`config.mk`:
```
export PLATFORM = sky130hd
export DESIGN_NAME = frac_n_modulus_controller_flat
export DESIGN_NICKNAME = d
export VERILOG_FILES = /design/src/rtl/frac_n_modulus_controller_if.sv /design/src/rtl/frac_n_modulus_controller.sv /design/src/flat_wrapper.sv
export SDC_FILE = /design/constraint.sdc
export NUM_CORES = 1
export LEC_CHECK = 0
export BUFFER_PORTS_ARGS = -buffer_cell sky130_fd_sc_hd__buf_2
export CAP_MARGIN = 40
export CORE_UTILIZATION = 50
export DETAILED_ROUTE_END_ITERATION = 10
export GPL_ROUTABILITY_DRIVEN = 0
export HOLD_SLACK_MARGIN = 0.03
export PLACE_DENSITY = 0.83
export SLEW_MARGIN = 0
export SYNTH_ARGS = -nofsm -noshare
export SYNTH_HDL_FRONTEND = slang
export SYNTH_SLANG_ARGS = --single-unit
```
`constraint.sdc`:
```
create_clock -name freq_in -period 2.6 [get_ports freq_in]
set_input_delay 0.52 -clock freq_in [delete_from_list [all_inputs] [get_ports freq_in]]
set_output_delay 0.52 -clock freq_in [all_outputs]
set_load 0.1 [all_outputs]
```
`src/rtl/frac_n_modulus_controller_if.sv`:
```
// ============================================================================
// Module   : frac_n_modulus_controller_if
// Brief    : Config handshake and status bundle for the frac-N modulus controller.
// Revision : 1.0 - initial release
// ============================================================================
`default_nettype none

interface frac_n_modulus_controller_if #(
  parameter int ACC_W = 16,
  parameter int CNT_W = 16
);
  logic             enable;
  logic [ACC_W-1:0] cfg_frac;
  logic             cfg_valid;
  logic             cfg_ready;
  logic             select_mode;
  logic [ACC_W-1:0] acc_value;
  logic [ACC_W-1:0] active_frac;
  logic             running;
  logic [CNT_W-1:0] run_cnt;

  // master = config/status owner, slave = controller
  modport master (
    output enable, cfg_frac, cfg_valid,
    input  cfg_ready, select_mode, acc_value, active_frac, running, run_cnt
  );

  modport slave (
    input  enable, cfg_frac, cfg_valid,
    output cfg_ready, select_mode, acc_value, active_frac, running, run_cnt
  );
endinterface

`default_nettype wire

```
`src/rtl/frac_n_modulus_controller.sv`:
```
// ============================================================================
// Module   : frac_n_modulus_controller
// Brief    : First-order accumulator sequencing a 240/248 dual-modulus divider.
//            Optional LFSR carry-in dither when FRACN_LFSR_DITHER_EN is defined.
// Revision : 1.0 - initial release
// ============================================================================
`default_nettype none

module frac_n_modulus_controller #(
  parameter int ACC_W = 16,
  parameter int CNT_W = 16
) (
  input  wire logic                    freq_in,
  input  wire logic                    reset,
  frac_n_modulus_controller_if.slave   ctl
);

  typedef enum logic [1:0] {
    S_IDLE  = 2'd0,
    S_START = 2'd1,
    S_RUN   = 2'd2
  } state_t;

  state_t           r_state,     w_state;
  logic [ACC_W-1:0] r_acc,       w_acc;
  logic [ACC_W-1:0] r_active,    w_active;
  logic [ACC_W-1:0] r_pend,      w_pend;
  logic             r_pend_vld,  w_pend_vld;
  logic             r_sel,       w_sel;
  logic [CNT_W-1:0] r_run_cnt,   w_run_cnt;

  logic [ACC_W:0]   w_sum;
  logic             w_cin;
  logic             w_capture;
  logic             w_apply_run;

`ifdef FRACN_LFSR_DITHER_EN
  localparam logic [14:0] C_LFSR_SEED = 15'h0001;

  logic [14:0] r_lfsr, w_lfsr;

  // x^15 + x^14 + 1, shifting toward the MSB
  always_comb begin
    w_lfsr = r_lfsr;
    if (r_state == S_RUN) begin
      w_lfsr = {r_lfsr[13:0], r_lfsr[14] ^ r_lfsr[13]};
    end
  end

  assign w_cin = r_lfsr[0];

  always_ff @(posedge freq_in or negedge reset) begin
    if (!reset) begin
      r_lfsr <= C_LFSR_SEED;
    end else begin
      r_lfsr <= w_lfsr;
    end
  end
`else
  assign w_cin = 1'b0;
`endif

  assign w_sum       = {1'b0, r_acc} + {1'b0, r_active} + {{ACC_W{1'b0}}, w_cin};
  assign w_capture   = ctl.cfg_valid & ~r_pend_vld;
  // a new word is only swapped in where the phase sequence has no partial period
  assign w_apply_run = r_pend_vld & (w_sum[ACC_W] | (r_active == '0));

  always_comb begin
    w_state    = r_state;
    w_acc      = r_acc;
    w_active   = r_active;
    w_pend     = r_pend;
    w_pend_vld = r_pend_vld;
    w_sel      = r_sel;
    w_run_cnt  = r_run_cnt;

    case (r_state)
      S_IDLE: begin
        w_sel = 1'b0;
        w_acc = '0;
        if (ctl.enable) begin
          w_state = S_START;
        end
      end

      S_START: begin
        w_acc     = '0;
        w_sel     = 1'b0;
        w_run_cnt = '0;
        if (r_pend_vld) begin
          w_active   = r_pend;
          w_pend_vld = 1'b0;
        end
        w_state = ctl.enable ? S_RUN : S_IDLE;
      end

      S_RUN: begin
        if (!ctl.enable) begin
          w_state = S_IDLE;
          w_sel   = 1'b0;
          w_acc   = '0;
        end else begin
          w_acc = w_sum[ACC_W-1:0];
          w_sel = w_sum[ACC_W];
          if (!(&r_run_cnt)) begin
            w_run_cnt = r_run_cnt + {{(CNT_W-1){1'b0}}, 1'b1};
          end
          if (w_apply_run) begin
            w_active   = r_pend;
            w_pend_vld = 1'b0;
          end
        end
      end

      default: begin
        w_state = S_IDLE;
        w_sel   = 1'b0;
        w_acc   = '0;
      end
    endcase

    // capture needs an empty slot, so it can never coincide with an apply
    if (w_capture) begin
      w_pend     = ctl.cfg_frac;
      w_pend_vld = 1'b1;
    end
  end

  always_ff @(posedge freq_in or negedge reset) begin
    if (!reset) begin
      r_state <= S_IDLE;
    end else begin
      r_state <= w_state;
    end
  end

  always_ff @(posedge freq_in or negedge reset) begin
    if (!reset) begin
      r_acc      <= '0;
      r_active   <= '0;
      r_pend     <= '0;
      r_pend_vld <= 1'b0;
      r_sel      <= 1'b0;
      r_run_cnt  <= '0;
    end else begin
      r_acc      <= w_acc;
      r_active   <= w_active;
      r_pend     <= w_pend;
      r_pend_vld <= w_pend_vld;
      r_sel      <= w_sel;
      r_run_cnt  <= w_run_cnt;
    end
  end

  assign ctl.cfg_ready   = ~r_pend_vld;
  assign ctl.select_mode = r_sel;
  assign ctl.acc_value   = r_acc;
  assign ctl.active_frac = r_active;
  assign ctl.running     = (r_state == S_RUN);
  assign ctl.run_cnt     = r_run_cnt;

endmodule

`default_nettype wire

```
`src/flat_wrapper.sv`:
```
// flat-port wrapper written by rule: the top's interface ports become plain ports
module frac_n_modulus_controller_flat 
#(
  parameter int ACC_W = 16,
  parameter int CNT_W = 16
)
  (freq_in, reset, ctl_enable, ctl_cfg_frac, ctl_cfg_valid, ctl_cfg_ready, ctl_select_mode, ctl_acc_value, ctl_active_frac, ctl_running, ctl_run_cnt);
  frac_n_modulus_controller_if #(.ACC_W(ACC_W), .CNT_W(CNT_W)) ctl_i ();
  input  wire logic freq_in;
  input  wire logic reset;
  input wire logic [$bits(ctl_i.enable)-1:0] ctl_enable;
  input wire logic [$bits(ctl_i.cfg_frac)-1:0] ctl_cfg_frac;
  input wire logic [$bits(ctl_i.cfg_valid)-1:0] ctl_cfg_valid;
  output wire logic [$bits(ctl_i.cfg_ready)-1:0] ctl_cfg_ready;
  output wire logic [$bits(ctl_i.select_mode)-1:0] ctl_select_mode;
  output wire logic [$bits(ctl_i.acc_value)-1:0] ctl_acc_value;
  output wire logic [$bits(ctl_i.active_frac)-1:0] ctl_active_frac;
  output wire logic [$bits(ctl_i.running)-1:0] ctl_running;
  output wire logic [$bits(ctl_i.run_cnt)-1:0] ctl_run_cnt;
  assign ctl_i.enable = ctl_enable;
  assign ctl_i.cfg_frac = ctl_cfg_frac;
  assign ctl_i.cfg_valid = ctl_cfg_valid;
  assign ctl_cfg_ready = ctl_i.cfg_ready;
  assign ctl_select_mode = ctl_i.select_mode;
  assign ctl_acc_value = ctl_i.acc_value;
  assign ctl_active_frac = ctl_i.active_frac;
  assign ctl_running = ctl_i.running;
  assign ctl_run_cnt = ctl_i.run_cnt;
  frac_n_modulus_controller #(.ACC_W(ACC_W), .CNT_W(CNT_W)) u_core (.freq_in(freq_in), .reset(reset), .ctl(ctl_i));
endmodule
```
==> results of run 1 <==
## state kept, by name, summed over array words and instances (netlist names)
signal,cells
u_core.ctl.active_frac,16
u_core.ctl.acc_value,16
u_core.r_state,2
u_core.r_pend,16
u_core.ctl.run_cnt,16
u_core.ctl.select_mode,1
u_core.r_pend_vld,1
## worst paths after layout
kind | start | endpoint | slack (ns) | depth (start not counted)
max in group asynchronous | reset | u_core.ctl.active_frac[14] | 1.76 | 2
worst max register to register | u_core.ctl.active_frac[2] | u_core.ctl.active_frac[5] | 0.01 | 8
worst min register to register | u_core.r_pend[13] | u_core.ctl.active_frac[13] | 0.53 | 1
worst max-delay path | u_core.ctl.active_frac[2] | u_core.ctl.active_frac[5] | 0.01 | 8
worst min-delay path | reset | u_core.ctl.acc_value[6] | 0.17 | 1
min in group freq_in | ctl_cfg_frac[11] | u_core.r_pend[11] | 0.40 | 2
## cell families after synthesis
kind of cell / synth area share [%]
adder cells (fa/ha/maj): 7.05
multiplexers: 5.52
AND/OR/NAND/NOR: 16.1
XOR/XNOR: 3.89
AO/OA/AOI/OAI: 19.8
flip-flops: 44.4
buffers and inverters: 3.27
## timing repair
action	CTS	global route
endpoints found under the setup margin	16	14
setup buffers	1	1
pin swaps	1	1
gates cloned	0	1
gates resized for setup	0	1
## placed cells by master, fill, tap and decap left out, types with 8 or more instances in the layout
cell / Yosys / layout
dfrtp_2: 0 / 25
dfrtp_4: 0 / 12
mux2_2: 17 / 17
nand3_1: 8 / 8
clkbuf_8: 0 / 10
buf_4: 3 / 17
nor3_1: 8 / 8
o21ai_0: 16 / 16
a221o_1: 13 / 13
inv_1: 12 / 11
a21oi_1: 29 / 29
nand2_1: 19 / 19
ha_1: 20 / 17
nor2b_1: 20 / 19
buf_2: 1 / 69
nor2_1: 43 / 43
dfrtp_1: 68 / 31
xnor2_1: 14 / 14
## layout make-up
class                   instances  area [sq um]
well taps                      99           124
inverters                      12          45.0
fillers                       586          2570
multi-input cells             283          2050
flip-flops and latches         68          1780
clock buffers                  10           138
repair buffers                 89           520
clock inverters                 6           111
## worst max-delay path, stage by stage (launching register included)
cell	delay, ns
dfrtp_4	0.52
ha_1	0.36
nor2b_2	0.18
o31a_1	0.29
a211oi_2	0.30
o21a_4	0.21
a211oi_4	0.08
buf_12	0.17
a221o_2	0.35
## metrics by stage
| step | hold slack, ns | cells | utilization [%] | total power (uW) | setup slack (ns) |
|---|---|---|---|---|---|
| 5_1_grt | 0.216 | 567 | 65.0 | 7290 | -0.0139 |
| 6_report | 0.169 | 567 | 65.0 | 6970 | 0.0125 |
| 4_1_cts | 0.191 | 565 | 64.7 | 6890 | 0.0373 |
| 2_1_floorplan | 0.224 | 378 | - | 4890 | -0.0741 |
| 3_3_place_gp | 0.502 | 548 | 61.0 | 5630 | 0.0121 |
| 3_5_place_dp | 0.516 | 548 | 61.0 | 5770 | -0.0899 |
## synth_stat cells (2+ instances only)
master,number
a211oi_1,4
a21o_1,3
a21oi_1,29
a221o_1,13
a221o_2,3
a22o_1,7
a31oi_1,2
and2_1,2
and3_1,2
buf_4,3
clkbuf_1,10
dfrtp_1,68
ha_1,20
inv_1,12
mux2_2,17
mux2i_1,2
nand2_1,19
nand2b_1,6
nand3_1,8
nand4_1,3
nor2_1,43
nor2b_1,20
nor3_1,8
nor4_1,7
o211a_1,2
o21a_1,3
o21ai_0,16
o21bai_1,2
o31a_1,2
or2_2,2
xnor2_1,14
xor2_1,3
## metal layers
layer	vias to the layer above	share of wire, %	wire length, microns
met5	-	0	0
met1	1672	40	4060
met4	0	3.3	336
met3	33	8.0	812
met2	172	49	4990
li1	1538	-	-
## power by group through the flow
stage / clock network (uW) / logic [uW] / registers [uW]
3_5_place_dp: 0 / 3940 / 1830
4_1_cts: 1090 / 3980 / 1810
5_1_grt: 1150 / 4280 / 1860
2_1_floorplan: 0 / 1870 / 3030
6_report: 1090 / 4050 / 1830
3_3_place_gp: 0 / 3830 / 1800
==> flow_summary.ini, run 1 <==
[power]
p_leak_uw = 0.00214
ir_drop_mv = 0.747
switching_share_pct = 51.4
power_per_cell_area_nw_per_um2 = 1460
p_int_uw = 3380
pwr-share-clk_pct = 15.7
p_comb_share_pct = 58.1
switching_power_uw = 3580
power_frac_seq_pct = 26.2

[route]
drc = 0
drt-total-wl_mm = 10.2
vias = 3415
drt_iter0_markers = 238
wl_per_cell_microns = 18.0
dr.pass1.iters = 5
ant_nets = 0
vias_per_cell = 6.02

[yosys]
synth_edf_count = 0
synth_area_leaders = dfrtp_1 44%, ha_1 6.5%, mux2_2 5.0%
synth_seq_cells = 68
synthCells = 378
syn-num-nets = 419
async_reset_ff_share_pct = 100
yosys_warnings = 0
ys_types = 55
yosys.area.top_type = dfrtp_1
syn-cell-area_sq_um = 3830
synth.top_cell.area_share_pct = 44.4
ys_seq_area_share_pct = 44.4
synth_ff_type = dfrtp_1
avgSynthCellArea_sq_um = 10.1

[critical_path]
worstPathRequired_ns = 2.82
worstSetupPathType = reg2reg
crit_fanout = 16
cp_data_arrival_time_ns = 2.81
crit_path_end_kind = flip-flop
start_kind = flip-flop

[sta]
fmax_mhz = 386
rsz0062_at_grt = true
slew_viol_final = 0
tightest_slew_ns = 0.624
finalHoldViolCount = 0
slew_headroom_pct = 58.4
period_share_pct = 99.5
setup_viol_count_final = 0
fin_crit_ns = 2.59
finalSetupTns_ns = 0
finClkSkew_ns = 0.0123

[clocking]
path_clk_slew_ns = 0.08
clock-sinks = 68
cts_max_level = 3
clockBufferDepth = 2
root_buffer = clkbuf_8
cts_tree = done
cts_inserted_buffers = 9
hold_buffers = 0
insertion_delay_ns = 0.35

[placed_design]
dp_hpwl_mm = 7.11
placed_area_sq_um = 4470
port_buffers = 70

[grt]
grt_overflow = 0
met3_usage_pct = 6.19
grt_start_max_net_pins = 45
antenna_found_initial = 0
grt_util_met2_pct = 44.8
grt_usage_pct = 27.0
grt_busiest_layer = met2
grt_pass1_vias = 3310
grt_first_pass_wirelength_mm = 16.1
use_met1_pct = 33.7

[min_path]
hold_path_class = in2async

[cells_and_area]
final_nets = 504
final_cell_area_sq_um = 4760
diodes = 0
drive_gt1_share_pct = 38.5
synthToLayoutAreaGrowth_pct = 24.3

[floorplanning]
initial_core_util_pct = 52.3
die_x_microns = 89.5
die_h_microns = 89.5
io_pins = 71
dieArea_sq_um = 8020
num_rows = 31
core_area_sq_um = 7330

[job]
cap_viol_max_count = 0

[outcome]
status = complete, no violations
No activity file was read; power rests on OpenSTA's default activity.
==> run 2: changes to the inputs <==
- CELL_PAD_IN_SITES_DETAIL_PLACEMENT: not set -> 1
- CELL_PAD_IN_SITES_GLOBAL_PLACEMENT: not set -> 1
- CORE_UTILIZATION: 50 -> 39
==> flow_summary.ini, run 2 (same netlist as run 1, synthesis figures left out) <==
[route]
wl_met1_mm = 5.04
drt_iter0_markers = 189
wl_met2_mm = 5.84
drt-total-wl_mm = 11.9
wl_per_cell_microns = 19.7
vias = 3410
vias_per_cell = 5.67
topRoutingLayerUsed = met4
dr.pass1.iters = 5
ant_nets = 0
drc = 0
met3WireLength_microns = 659

[critical_path]
startpoint = u_core.ctl.acc_value[0]
crit_fanout = 7
worstPathRequired_ns = 2.81
cp_data_arrival_time_ns = 2.80
ff2ff_path_depth = 10
worstSetupPathType = reg2reg
critical_path.cell_chain = ha_4 -> inv_2 -> fa_2 -> nor2b_2 -> o31a_1 -> a211oi_2 -> o21a_4 -> a211oi_4 -> buf_12 -> a221o_1
cp_slowest_stage_delay_ns = 0.49
regToRegStartpoint = u_core.ctl.acc_value[0]
r2r-end = u_core.ctl.active_frac[7]
crit_path_end_kind = flip-flop
crit_end = u_core.ctl.active_frac[7]
crit_slowest_cell = dfrtp_4
start_kind = flip-flop
r2r_setup_slack_ns = 0.006

[sta]
fmax_mhz = 386
tightest_slew_ns = 0.666
rsz0062_at_grt = true
fin_crit_ns = 2.59
finalHoldViolCount = 0
slew_headroom_pct = 55.6
hold_ws_ns = 0.211
timing.final.ws_setup_ns = 0.00602
finalSetupTns_ns = 0
setup_viol_count_final = 0
slew_viol_final = 0
finClkSkew_ns = 0.0116
period_share_pct = 99.8

[floorplanning]
num_rows = 35
die_x_microns = 101
die_h_microns = 101
initial_core_util_pct = 40.9
core_area_sq_um = 9370
dieArea_sq_um = 10200
io_pins = 71

[clocking]
insertion_delay_ns = 0.34
clock-sinks = 68
cts_max_level = 3
cts_tree = done
path_clk_slew_ns = 0.07
clockBufferDepth = 2
root_buffer = clkbuf_8
hold_buffers = 0
cts_inserted_buffers = 9

[placed_design]
pre_cts_ws_ns = -0.132
port_buffers = 70
dp_hpwl_mm = 8.34
dpl.cell_count = 578

[grt]
grt_overflow = 0
grt_usage_pct = 24.0
grt_pass1_vias = 3522
grt_start_max_net_pins = 30
antenna_found_initial = 0
grt_first_pass_wirelength_mm = 18.6

[cells_and_area]
synthToLayoutAreaGrowth_pct = 25.8
diodes = 0
drive_gt1_share_pct = 38.8
final_common_cell = buf_2
fin_cells = 601
mostFrequentLayoutCells = 70 x buf_2, 43 x nor2_1, 31 x dfrtp_1
final_nets = 508

[outcome]
status = complete, no violations

[power]
power_per_cell_area_nw_per_um2 = 1430
ir_drop_mv = 0.736
p_leak_uw = 0.00215

[min_path]
hold_path_class = in2async

[job]
cap_viol_max_count = 0
## run 2: cell count changes in the layout (fill, tap and decap cells not counted), sizes merged
cell      delta
clkbuf       +5
bufinv       -2
clkinvlp     -1
clkinv       -2
buf          +4
## run 2: power breakdown
| part | internal (uW) | total, uW | switching [uW] |
|---|---|---|---|
| sequential | 1460 | 1860 | 396 |
| clock | 524 | 922 | 398 |
| combinational | 1270 | 4130 | 2860 |
## run 2: final cells by class
cell class / count / area (sq um)
fill: 1084 / 4550
multi-input combinational: 283 / 2060
sequential: 68 / 1780
timing repair buffer: 93 / 566
clock buffer: 15 / 176
tap: 129 / 161
inverter: 12 / 45.0
clock inverter: 1 / 30.0
## run 2: critical path, delay by kind of cell (launching register included)
family,cells,cell delay [ns]
buf+inv,2,0.22
compound gates,5,1.32
simple gates,1,0.06
fa+ha+maj,2,0.38
flops,1,0.49
## run 2: worst min path at each step
stage	start	end	slack, ns	cells after the start
2_1_floorplan	reset	u_core.ctl.acc_value[12]	0.22	0
3_3_place_gp	u_core.ctl.run_cnt[1]	u_core.ctl.run_cnt[1]	0.50	2
3_5_place_dp	u_core.ctl.run_cnt[1]	u_core.ctl.run_cnt[1]	0.52	2
4_1_cts	reset	u_core.ctl.acc_value[6]	0.22	1
5_1_grt	reset	u_core.ctl.acc_value[6]	0.25	1
6_report	reset	u_core.ctl.acc_value[6]	0.21	1
## run 2: timing repair
item / CTS / global route
gates cloned: 0 / 2
resized for setup: 0 / 3
setup buffers: 2 / 3
setup endpoints to repair: 16 / 20
pin swaps: 2 / 12
## run 2: metal layers
layer	up-vias	GRT usage (%)
li1	1545	-
met1	1720	30.6
met2	123	39.6
met3	22	5.69
met4	0	8.92
met5	-	0
## run 2: through the flow
step           utilization [%]  total power, uW  instance area (sq um)
4_1_cts                   50.6             6820                   4750
2_1_floorplan                -             4890                   3940
5_1_grt                   51.4             7260                   4820
3_5_place_dp              48.1             5840                   4510
3_3_place_gp              48.1             5650                   4510
6_report                  51.4             6910                   4820
